## config.mk

```make
export PLATFORM = sky130hd
export DESIGN_NAME = retire_trace_buffer_flat
export DESIGN_NICKNAME = d
export VERILOG_FILES = /design/src/rtl/retire_trace_buffer_if.sv /design/src/rtl/retire_trace_buffer.sv /design/src/flat_wrapper.sv
export SDC_FILE = /design/constraint.sdc
export NUM_CORES = 1
export LEC_CHECK = 0
export BUFFER_PORTS_ARGS = -buffer_cell sky130_fd_sc_hd__buf_4
export CAP_MARGIN = 25
export CORE_MARGIN = 3
export CORE_UTILIZATION = 40
export CTS_BUF_LIST = sky130_fd_sc_hd__clkbuf_2
export DETAILED_ROUTE_END_ITERATION = 16
export PLACE_DENSITY = 0.63
export SYNTH_ARGS = -nofsm -noshare
export SYNTH_HDL_FRONTEND = slang
export SYNTH_SLANG_ARGS = --single-unit
```

## constraint.sdc

```tcl
create_clock -name i_clk -period 25.7 [get_ports i_clk]
set_input_delay 1.285 -clock i_clk [delete_from_list [all_inputs] [get_ports i_clk]]
set_output_delay 1.285 -clock i_clk [all_outputs]
set_load 0.02 [all_outputs]
```

## src/rtl/retire_trace_buffer_if.sv

```systemverilog
// Retire trace buffer bus bundle.
// Groups the writeback record, capture control, read port and status outputs.
//   master : drives the writeback record, capture control and read requests; observes read data and status
//   slave  : the trace buffer itself
interface retire_trace_buffer_if #(
    parameter int ADDR_W = 4
);
    // writeback record
    logic              i_valid;
    logic [31:0]       i_pc;
    logic [31:0]       i_instr;
    logic [4:0]        i_rd;
    logic [31:0]       i_rd_data;
    logic              i_reg_write_en;
    // capture control
    logic              i_arm;
    logic              i_abort;
    logic              i_trig_en;
    logic [31:0]       i_trig_pc;
    // read port
    logic              i_rd_req;
    logic [ADDR_W-1:0] i_rd_addr;
    logic              o_rd_valid;
    logic              o_rd_err;
    logic [31:0]       o_rd_pc;
    logic [31:0]       o_rd_instr;
    logic [4:0]        o_rd_rd;
    logic [31:0]       o_rd_data;
    logic              o_rd_we;
    // status
    logic              o_armed;
    logic              o_done;
    logic [ADDR_W:0]   o_count;
    logic [ADDR_W-1:0] o_trig_idx;

    modport master (
        output i_valid, i_pc, i_instr, i_rd, i_rd_data, i_reg_write_en,
        output i_arm, i_abort, i_trig_en, i_trig_pc,
        output i_rd_req, i_rd_addr,
        input  o_rd_valid, o_rd_err, o_rd_pc, o_rd_instr, o_rd_rd, o_rd_data, o_rd_we,
        input  o_armed, o_done, o_count, o_trig_idx
    );

    modport slave (
        input  i_valid, i_pc, i_instr, i_rd, i_rd_data, i_reg_write_en,
        input  i_arm, i_abort, i_trig_en, i_trig_pc,
        input  i_rd_req, i_rd_addr,
        output o_rd_valid, o_rd_err, o_rd_pc, o_rd_instr, o_rd_rd, o_rd_data, o_rd_we,
        output o_armed, o_done, o_count, o_trig_idx
    );
endinterface

```

## src/rtl/retire_trace_buffer.sv

```systemverilog
// Retire trace buffer.
// Captures retired-instruction records into a circular buffer while armed,
// freezes POST_COUNT retires after a PC-match trigger, and serves the frozen
// window oldest-first through a registered read port.
// Ports:
//   i_clk  : clock, all logic on posedge
//   i_rst  : synchronous active-high reset
//   bus    : slave side of retire_trace_buffer_if (record in, control, read port, status)
//
// state  | meaning
// IDLE   | not capturing, buffer not readable
// ARMED  | capturing, PC-match trigger live
// POST   | trigger seen, capturing the post-trigger retires
// DONE   | frozen, buffer readable
module retire_trace_buffer #(
    parameter int DEPTH      = 16,
    parameter int ADDR_W     = 4,
    parameter int POST_COUNT = 8
) (
    input  logic                   i_clk,
    input  logic                   i_rst,
    retire_trace_buffer_if.slave   bus
);

    typedef enum logic [1:0] {
        IDLE  = 2'd0,
        ARMED = 2'd1,
        POST  = 2'd2,
        DONE  = 2'd3
    } state_t;

    typedef struct packed {
        logic [31:0] pc;
        logic [31:0] instr;
        logic [4:0]  rd;
        logic [31:0] rd_data;
        logic        we;
    } rec_t;

    localparam logic [ADDR_W:0]   DEPTH_C = (ADDR_W+1)'(DEPTH);
    localparam logic [ADDR_W-1:0] POST_C  = ADDR_W'(POST_COUNT);

    state_t            state_q, state_d;
    logic [ADDR_W-1:0] wr_ptr_q, wr_ptr_d;
    logic [ADDR_W:0]   count_q, count_d;
    logic [ADDR_W-1:0] post_cnt_q, post_cnt_d;
    logic [ADDR_W-1:0] trig_slot_q, trig_slot_d;
    logic              armed_q, armed_d;
    logic              done_q, done_d;
    logic              rd_valid_q, rd_valid_d;
    logic              rd_err_q, rd_err_d;
    rec_t              rd_rec_q, rd_rec_d;

    rec_t              mem_q [DEPTH];
    logic              wr_en;
    rec_t              wr_rec;

    logic              trig_hit;
    logic [ADDR_W-1:0] oldest;
    logic [ADDR_W-1:0] rd_phys;
    logic              rd_legal;

    assign wr_rec   = '{pc: bus.i_pc, instr: bus.i_instr, rd: bus.i_rd,
                        rd_data: bus.i_rd_data, we: bus.i_reg_write_en};
    assign trig_hit = bus.i_valid & bus.i_trig_en & (bus.i_pc == bus.i_trig_pc);

    // Until the buffer has wrapped, slot 0 holds the oldest record.
    assign oldest   = (count_q == DEPTH_C) ? wr_ptr_q : '0;
    assign rd_phys  = oldest + bus.i_rd_addr;
    assign rd_legal = (state_q == DONE) && ({1'b0, bus.i_rd_addr} < count_q);

    always_comb begin
        state_d     = state_q;
        wr_ptr_d    = wr_ptr_q;
        count_d     = count_q;
        post_cnt_d  = post_cnt_q;
        trig_slot_d = trig_slot_q;
        wr_en       = 1'b0;

        if (bus.i_abort) begin
            state_d = IDLE;
            count_d = '0;
        end else begin
            unique case (state_q)
                IDLE, DONE: begin
                    if (bus.i_arm) begin
                        state_d  = ARMED;
                        wr_ptr_d = '0;
                        count_d  = '0;
                    end
                end
                ARMED: begin
                    if (bus.i_valid) begin
                        wr_en    = 1'b1;
                        wr_ptr_d = wr_ptr_q + 1'b1;
                        if (count_q != DEPTH_C) count_d = count_q + 1'b1;
                        if (trig_hit) begin
                            trig_slot_d = wr_ptr_q;
                            if (POST_COUNT == 0) begin
                                state_d = DONE;
                            end else begin
                                state_d    = POST;
                                post_cnt_d = POST_C;
                            end
                        end
                    end
                end
                POST: begin
                    if (bus.i_valid) begin
                        wr_en      = 1'b1;
                        wr_ptr_d   = wr_ptr_q + 1'b1;
                        post_cnt_d = post_cnt_q - 1'b1;
                        if (count_q != DEPTH_C) count_d = count_q + 1'b1;
                        if (post_cnt_q == ADDR_W'(1)) state_d = DONE;
                    end
                end
                default: state_d = IDLE;
            endcase
        end

        armed_d = (state_d == ARMED) || (state_d == POST);
        done_d  = (state_d == DONE);

        rd_valid_d = bus.i_rd_req;
        rd_err_d   = bus.i_rd_req & ~rd_legal;
        rd_rec_d   = rd_rec_q;
        if (bus.i_rd_req) rd_rec_d = rd_legal ? mem_q[rd_phys] : '0;
    end

    always_ff @(posedge i_clk) begin
        if (i_rst) begin
            state_q     <= IDLE;
            wr_ptr_q    <= '0;
            count_q     <= '0;
            post_cnt_q  <= '0;
            trig_slot_q <= '0;
            armed_q     <= 1'b0;
            done_q      <= 1'b0;
            rd_valid_q  <= 1'b0;
            rd_err_q    <= 1'b0;
            rd_rec_q    <= '0;
        end else begin
            state_q     <= state_d;
            wr_ptr_q    <= wr_ptr_d;
            count_q     <= count_d;
            post_cnt_q  <= post_cnt_d;
            trig_slot_q <= trig_slot_d;
            armed_q     <= armed_d;
            done_q      <= done_d;
            rd_valid_q  <= rd_valid_d;
            rd_err_q    <= rd_err_d;
            rd_rec_q    <= rd_rec_d;
        end
    end

    // Storage is not reset; count gates what is readable.
    always_ff @(posedge i_clk) begin
        if (wr_en && !i_rst) mem_q[wr_ptr_q] <= wr_rec;
    end

    assign bus.o_armed    = armed_q;
    assign bus.o_done     = done_q;
    assign bus.o_count    = count_q;
    assign bus.o_trig_idx = (state_q == DONE) ? (trig_slot_q - oldest) : '0;
    assign bus.o_rd_valid = rd_valid_q;
    assign bus.o_rd_err   = rd_err_q;
    assign bus.o_rd_pc    = rd_rec_q.pc;
    assign bus.o_rd_instr = rd_rec_q.instr;
    assign bus.o_rd_rd    = rd_rec_q.rd;
    assign bus.o_rd_data  = rd_rec_q.rd_data;
    assign bus.o_rd_we    = rd_rec_q.we;

endmodule

```

## src/flat_wrapper.sv

```systemverilog
// flat-port wrapper written by rule: the top's interface ports become plain ports
module retire_trace_buffer_flat 
#(
    parameter int DEPTH      = 16,
    parameter int ADDR_W     = 4,
    parameter int POST_COUNT = 8
)
  (i_clk, i_rst, bus_i_valid, bus_i_pc, bus_i_instr, bus_i_rd, bus_i_rd_data, bus_i_reg_write_en, bus_i_arm, bus_i_abort, bus_i_trig_en, bus_i_trig_pc, bus_i_rd_req, bus_i_rd_addr, bus_o_rd_valid, bus_o_rd_err, bus_o_rd_pc, bus_o_rd_instr, bus_o_rd_rd, bus_o_rd_data, bus_o_rd_we, bus_o_armed, bus_o_done, bus_o_count, bus_o_trig_idx);
  retire_trace_buffer_if #(.ADDR_W(ADDR_W)) bus_i ();
  input  logic i_clk;
  input  logic i_rst;
  input wire logic [$bits(bus_i.i_valid)-1:0] bus_i_valid;
  input wire logic [$bits(bus_i.i_pc)-1:0] bus_i_pc;
  input wire logic [$bits(bus_i.i_instr)-1:0] bus_i_instr;
  input wire logic [$bits(bus_i.i_rd)-1:0] bus_i_rd;
  input wire logic [$bits(bus_i.i_rd_data)-1:0] bus_i_rd_data;
  input wire logic [$bits(bus_i.i_reg_write_en)-1:0] bus_i_reg_write_en;
  input wire logic [$bits(bus_i.i_arm)-1:0] bus_i_arm;
  input wire logic [$bits(bus_i.i_abort)-1:0] bus_i_abort;
  input wire logic [$bits(bus_i.i_trig_en)-1:0] bus_i_trig_en;
  input wire logic [$bits(bus_i.i_trig_pc)-1:0] bus_i_trig_pc;
  input wire logic [$bits(bus_i.i_rd_req)-1:0] bus_i_rd_req;
  input wire logic [$bits(bus_i.i_rd_addr)-1:0] bus_i_rd_addr;
  output wire logic [$bits(bus_i.o_rd_valid)-1:0] bus_o_rd_valid;
  output wire logic [$bits(bus_i.o_rd_err)-1:0] bus_o_rd_err;
  output wire logic [$bits(bus_i.o_rd_pc)-1:0] bus_o_rd_pc;
  output wire logic [$bits(bus_i.o_rd_instr)-1:0] bus_o_rd_instr;
  output wire logic [$bits(bus_i.o_rd_rd)-1:0] bus_o_rd_rd;
  output wire logic [$bits(bus_i.o_rd_data)-1:0] bus_o_rd_data;
  output wire logic [$bits(bus_i.o_rd_we)-1:0] bus_o_rd_we;
  output wire logic [$bits(bus_i.o_armed)-1:0] bus_o_armed;
  output wire logic [$bits(bus_i.o_done)-1:0] bus_o_done;
  output wire logic [$bits(bus_i.o_count)-1:0] bus_o_count;
  output wire logic [$bits(bus_i.o_trig_idx)-1:0] bus_o_trig_idx;
  assign bus_i.i_valid = bus_i_valid;
  assign bus_i.i_pc = bus_i_pc;
  assign bus_i.i_instr = bus_i_instr;
  assign bus_i.i_rd = bus_i_rd;
  assign bus_i.i_rd_data = bus_i_rd_data;
  assign bus_i.i_reg_write_en = bus_i_reg_write_en;
  assign bus_i.i_arm = bus_i_arm;
  assign bus_i.i_abort = bus_i_abort;
  assign bus_i.i_trig_en = bus_i_trig_en;
  assign bus_i.i_trig_pc = bus_i_trig_pc;
  assign bus_i.i_rd_req = bus_i_rd_req;
  assign bus_i.i_rd_addr = bus_i_rd_addr;
  assign bus_o_rd_valid = bus_i.o_rd_valid;
  assign bus_o_rd_err = bus_i.o_rd_err;
  assign bus_o_rd_pc = bus_i.o_rd_pc;
  assign bus_o_rd_instr = bus_i.o_rd_instr;
  assign bus_o_rd_rd = bus_i.o_rd_rd;
  assign bus_o_rd_data = bus_i.o_rd_data;
  assign bus_o_rd_we = bus_i.o_rd_we;
  assign bus_o_armed = bus_i.o_armed;
  assign bus_o_done = bus_i.o_done;
  assign bus_o_count = bus_i.o_count;
  assign bus_o_trig_idx = bus_i.o_trig_idx;
  retire_trace_buffer #(.DEPTH(DEPTH), .ADDR_W(ADDR_W), .POST_COUNT(POST_COUNT)) u_core (.i_clk(i_clk), .i_rst(i_rst), .bus(bus_i));
endmodule
```

======== Word level (Yosys, flattened, before mapping) ========
Memories as Yosys holds them, arrays and structs flattened.
Index checks and enable logic that the tools add are counted.
word-level totals
  register bits ........................... 125
  RAM bits ................................ 1632
  input port bits ......................... 145
  output and inout port bits .............. 115
  memories ................................ 1
cells by class
  add/subtract/negate cells ............... 5
  magnitude comparators ................... 1
  eq/ne operators ......................... 16
  mux-type cells .......................... 26
  bitwise logic cells ..................... 5
  reduce and logical (&&, ||, !) cells .... 13
memories
  name          words  width  rd ports  clocked after memory_dff  write ports  RTL line                   RTL
  u_core.mem_q  16     102    1         0                         1            retire_trace_buffer.sv:54  rec_t mem_q [DEPTH];
operator list
  cell                                                                    count
  102-bit 2-to-1 mux                                                      1
  32-bit equality test                                                    1
  4-bit 2-to-1 mux                                                        7
  4-bit case mux with 2 select lines                                      2
  5-bit 2-to-1 mux                                                        3
  2-bit 2-to-1 mux                                                        6
  5-bit case mux with 2 select lines                                      1
  2-bit equality test (second input constant)                             4
  2-bit by 1-bit != test with 1-bit output (second input constant)        3
  2-bit != test (second input constant)                                   3
  2-bit case mux with 3 select lines                                      1
  3-bit AND reduction                                                     2
  2-bit OR reduction                                                      3
  5-bit by 1-bit adder with 5-bit output (second input constant)          1
  5-bit equality test (second input constant)                             1
  4-bit by 5-bit less-than comparator with 1-bit output                   1
  1-bit 2-to-1 mux                                                        5
  5-bit != test (second input constant)                                   1
  5-bit AND reduction                                                     1
  4-bit by 1-bit adder with 4-bit output (second input constant)          1
  4-bit adder                                                             1
  2-bit by 1-bit equality test with 1-bit output (second input constant)  2
  4-bit by 1-bit equality test with 1-bit output (second input constant)  1
  4-bit AND reduction                                                     1
  other kinds (9)                                                         13

======== Depth between registers and ports, before layout ========
  depth in word-level cells ............... 8
  depth in mapped cells ................... 13
  mapped depth without buffers ............ 11

======== Worst setup path before layout ========
Ideal clock, no wire load.
  path type ............................... input to register
  start ................................... input bus_i_abort
  end ..................................... memory u_core.mem_q[0][0] (netlist name), enable pin
  arrival ................................. 8849 ps
  setup slack ............................. 16163 ps
  cell stages on the path ................. 4
  path buffers ............................ 1
  cells stage by stage .................... clkbuf_1 -> nor3_1 -> nand2_1 -> nor3_1
between the ends
  cells in the longest elaborated chain, start to end .. 4
RTL lines
  element                                 RTL line                    RTL
  start, declared                         flat_wrapper.sv:19          input wire logic [$bits(bus_i.i_abort)-1:0] bus_i_abort;
  1-bit 2-to-1 mux                        retire_trace_buffer.sv:80   if (bus.i_abort) begin
  1-bit logical AND                       retire_trace_buffer.sv:158  if (wr_en && !i_rst) mem_q[wr_ptr_q] <= wr_rec;
  1-bit 2-to-1 mux                        retire_trace_buffer.sv:158
  1-bit 2-to-1 mux (not written as such)  retire_trace_buffer.sv:158
  end, declared                           retire_trace_buffer.sv:54
Every way passes these cells.

======== Worst setup path after layout ========
  start ................................... register u_core.count_q[0] (netlist: u_core.bus.o_count[0])
  end ..................................... register u_core.rd_rec_q (netlist bit u_core.bus.o_rd_instr[9])
between the ends
  cells in the longest elaborated chain, start to end .. 5
  elaborated cells between the ends (all ways) .. 7
RTL lines
  element                 RTL line                    RTL
  start, declared         retire_trace_buffer.sv:45   logic [ADDR_W:0] count_q, count_d;
  start signal, assigned  retire_trace_buffer.sv:145  count_q <= count_d;
  5-bit equality test     retire_trace_buffer.sv:68   assign oldest = (count_q == DEPTH_C) ? wr_ptr_q : '0;
  4-bit 2-to-1 mux        retire_trace_buffer.sv:68
  4-bit adder             retire_trace_buffer.sv:69   assign rd_phys = oldest + bus.i_rd_addr;
  memory 16 x 102 bit     --
  102-bit 2-to-1 mux *    retire_trace_buffer.sv:127  if (bus.i_rd_req) rd_rec_d = rd_legal ? mem_q[rd_phys] : '0;
  end signal, assigned    retire_trace_buffer.sv:152  rd_rec_q <= rd_rec_d;
  end, declared           retire_trace_buffer.sv:52   rec_t rd_rec_q, rd_rec_d;
Every way passes the cells marked *; elsewhere a longest branch is shown, timed or not.
A chain may end at the register's enable or synchronous reset.

==> run metrics <==
Mapped Area around 0.067 mm2; reg2reg setup slack 20,150 ps; commonest cells after routing, fill and taps aside edfxtp_1 (1,632), clkbuf_2 (663), nand2_1 (432); post-route DRC violation count 0; Mean Syn Cell Area between 20 and 25 um2; drt initial violations 3,151; Fin Hold WS 353 ps; clk sink count approximately 1.8k; cell count after synthesis 3,331; post-layout util 0.465; Pwr Total a little over 5 mW; P_sw between 1 and 1.5 mW; yosys warns 0; Core Rows approximately 150; clock tree buffer depth 4; setup_tns 0 ps; Async SR Flop Fraction 0; port buffer count 259; largest net degree at the start of global routing 144; layout cell share with drive strength beyond 1 0.335; pwr dens just under 70 mW/mm2; Pint between 3 and 4 mW; Top cell by count, worst path buf_4; Final WS setup 20,150 ps; WL final roughly 180,000 um; Post-synth EDFFs 1,632; post-DR wirelength/cell roughly 27 um; die extent in x roughly 420 um; Seq pwr share 0.601; starting density of the core 0.405; switching part of the total 0.239; CP max-delay cell fa_4; Setup CP Type register to register; clock slew seen by the registers of the worst setup and hold paths about 100 ps; Worst Tran Pin Value 1150 ps; core area roughly 0.17 mm2; DR pass1 iterations 5; Hold Vio Cnt, Final 0; initial antenna violation count 18; Filler Cell Count 14.3k; Layout Nets around 4.2k; HPWL Detailed between 80,000 and 90,000 um; sequential-to-total area share from yosys stat 0.767; ANT nets after route 0; logic gate share of total power 0.049; CP delay by family, top buffers and inverters; synthesized flop and latch total roughly 1.8k; worst vdd rail ir drop 0.0455 mV; CTS Buf Count 440; unique cell type count in the Yosys netlist 55; CP endpoint kind register; H-tree Lvls 5; Die Area ~0.17 mm2; commonest non-fill, non-tap cell in the layout edfxtp_1; Clk network pwr share 0.350; RSZ-0062 raised after global routing no; ys flop type edfxtp_1; gpl congestion approximately 0.76; vias in the first global route about 37k; Critical Path, Cell by Cell inv_1 > ha_1 > and4bb_2 > and2_1 > ha_4 > fa_4 > buf_4 > buf_16 > buf_4 > mux4_2 > nand2_1 > nand3_1 > a32o_1; first-pass GRT wire length 255,000 um; Critical Path Source Type register; Skew-Pair Late Insertion Delay ~1800 ps; Tmin final about 5600 ps; cells resized by post-CTS repair 0; MaxCap Viol Count 0; Net Count, Synth ~3.5k; Setup Buffers After CTS 0; upper clock frequency limit 180 MHz; pre-CTS setup slack slightly above 20,000 ps; HP Class primary input to register; Buf/Inv on CP 4; status finished clean; Worst slew margin 0.234; Syn-to-layout area delta 14.7%; root buffer cell clkbuf_2; crit-path max cell delay 1240 ps; Leakage Power 25.8 nW; vias per std cell around 5.4; fin crit share 0.216; Via Count 35.9k; GR Overflow Total 0; total track usage 0.202; Die H roughly 420 um; TritonCTS clock tree built; crit-path max FO ~70; final setup vio count 0; IO Count between 200 and 300; Arr. time, crit path roughly 7100 ps; WP data required 27,280 ps; clk_skew 169 ps; fin. max-slew vios 0
[power groups by stage]
stage                     clock network, mW  logic (mW)  registers, mW
after floorplan                           0       0.139           3.19
after global placement                    0       0.237           3.18
after detailed placement                  0       0.242           3.18
after CTS                              1.88       0.258           3.12
after global routing                   2.05       0.277           3.12
final                                  1.82       0.254           3.12
[metrics by stage]
stage               cell area (um2)  cells
floorplan                     67200   3331
global placement              71800   5666
detailed placement            71900   5671
CTS                           76900   6563
global route                  77100   6581
finish                        77100   6585
[path summary, 6_finish.rpt]
check / startpoint / endpoint / cells after the start
worst max-delay path: u_core.bus.o_count[0] / u_core.bus.o_rd_instr[9] / 13
worst min-delay path: bus_i_rd_addr[3] / u_core.bus.o_rd_err / 5
worst max register to register: u_core.bus.o_count[0] / u_core.bus.o_rd_instr[9] / 13
worst min register to register: u_core.trig_slot_q[0] / u_core.trig_slot_q[0] / 2
[registers in the layout, indices dropped and copies added, names as in the netlist]
| register | flops |
|---|---|
| u_core.bus.o_armed | 1 |
| u_core.bus.o_count | 5 |
| u_core.bus.o_done | 1 |
| u_core.bus.o_rd_data | 32 |
| u_core.bus.o_rd_err | 1 |
| u_core.bus.o_rd_instr | 32 |
| u_core.bus.o_rd_pc | 32 |
| u_core.bus.o_rd_rd | 5 |
| u_core.bus.o_rd_valid | 1 |
| u_core.bus.o_rd_we | 1 |
| u_core.mem_q | 1632 |
| u_core.post_cnt_q | 4 |
| u_core.state_q | 2 |
| u_core.trig_slot_q | 4 |
| u_core.wr_ptr_q | 4 |
[worst register-to-register path, stage by stage, from the launching register on]
cell	delay (ps)
dfxtp_1	550
inv_1	80
ha_1	200
and4bb_2	260
and2_1	270
ha_4	210
fa_4	1240
buf_4	410
buf_16	350
buf_4	960
mux4_2	470
nand2_1	80
nand3_1	100
a32o_1	320
[cells in the mapped netlist, types with 2 or more instances]
| cell type | instances | area [um2] |
|---|---|---|
| xnor2_1 | 4 | 35.0 |
| buf_1 | 18 | 67.6 |
| o41ai_1 | 2 | 17.5 |
| nor2b_1 | 27 | 169 |
| dfxtp_1 | 125 | 2500 |
| nand2_1 | 432 | 1620 |
| nor4_1 | 10 | 62.6 |
| buf_6 | 6 | 67.6 |
| nor3_1 | 11 | 55.1 |
| a21oi_1 | 17 | 85.1 |
| nor2_1 | 28 | 105 |
| a2111oi_0 | 4 | 35.0 |
| and4_1 | 4 | 35.0 |
| and3_1 | 2 | 12.5 |
| nand3_1 | 107 | 536 |
| a21o_1 | 6 | 45.0 |
| ha_1 | 22 | 275 |
| inv_1 | 20 | 75.1 |
| buf_2 | 44 | 220 |
| xor2_1 | 26 | 228 |
| or3_1 | 3 | 18.8 |
| nand2b_1 | 6 | 37.5 |
| fa_1 | 2 | 40.0 |
| buf_4 | 14 | 105 |
| nor4_2 | 2 | 25.0 |
| clkbuf_1 | 102 | 383 |
| mux4_2 | 408 | 9190 |
| xnor2_2 | 2 | 32.5 |
| edfxtp_1 | 1632 | 49000 |
| and2_1 | 5 | 31.3 |
| nand4_1 | 6 | 37.5 |
| o21ai_0 | 3 | 15.0 |
| or4_1 | 7 | 52.6 |
| nand3b_1 | 102 | 766 |
| a32o_1 | 102 | 1020 |
[layout make-up]
type / count / area (um2) / area share
tap: 2189 / 2740 / 0.0355
clock inverter: 120 / 586 / 0.00760
inverter: 20 / 75.1 / 0.000974
antenna: 17 / 42.5 / 0.000552
multi-input combinational: 1369 / 14900 / 0.194
clock buffer: 663 / 3320 / 0.0431
sequential: 1757 / 51500 / 0.668
timing repair buffer: 450 / 3870 / 0.0502
[metal layers]
metal,GRT usage,up-vias,wire (um)
li1,-,15302,-
met1,0.266,18877,71200
met2,0.335,1468,88200
met3,0.0472,221,12000
met4,0.0624,8,3720
met5,0,-,55
[cells by family (layout without fill, tap and decap cells)]
| group | Yosys count | in the layout | synth area share |
|---|---|---|---|
| flip-flops | 1757 | 1757 | 0.767 |
| AND/OR/NAND/NOR | 760 | 760 | 0.0540 |
| multiplexers | 409 | 409 | 0.137 |
| buffers and inverters | 205 | 1253 | 0.0137 |
| AO/OA/AOI/OAI | 144 | 144 | 0.0195 |
| XOR/XNOR | 32 | 32 | 0.00440 |
| adder cells (fa/ha/maj) | 24 | 24 | 0.00469 |
| other | 0 | 17 | 0 |
[repair_timing]
action / 4_1_cts / 5_1_grt
hold buffers: 109 / 0
endpoints found under the hold margin: 1669 / 0
setup endpoints to repair: 0 / 0
Power figures use the tool's default switching activity.
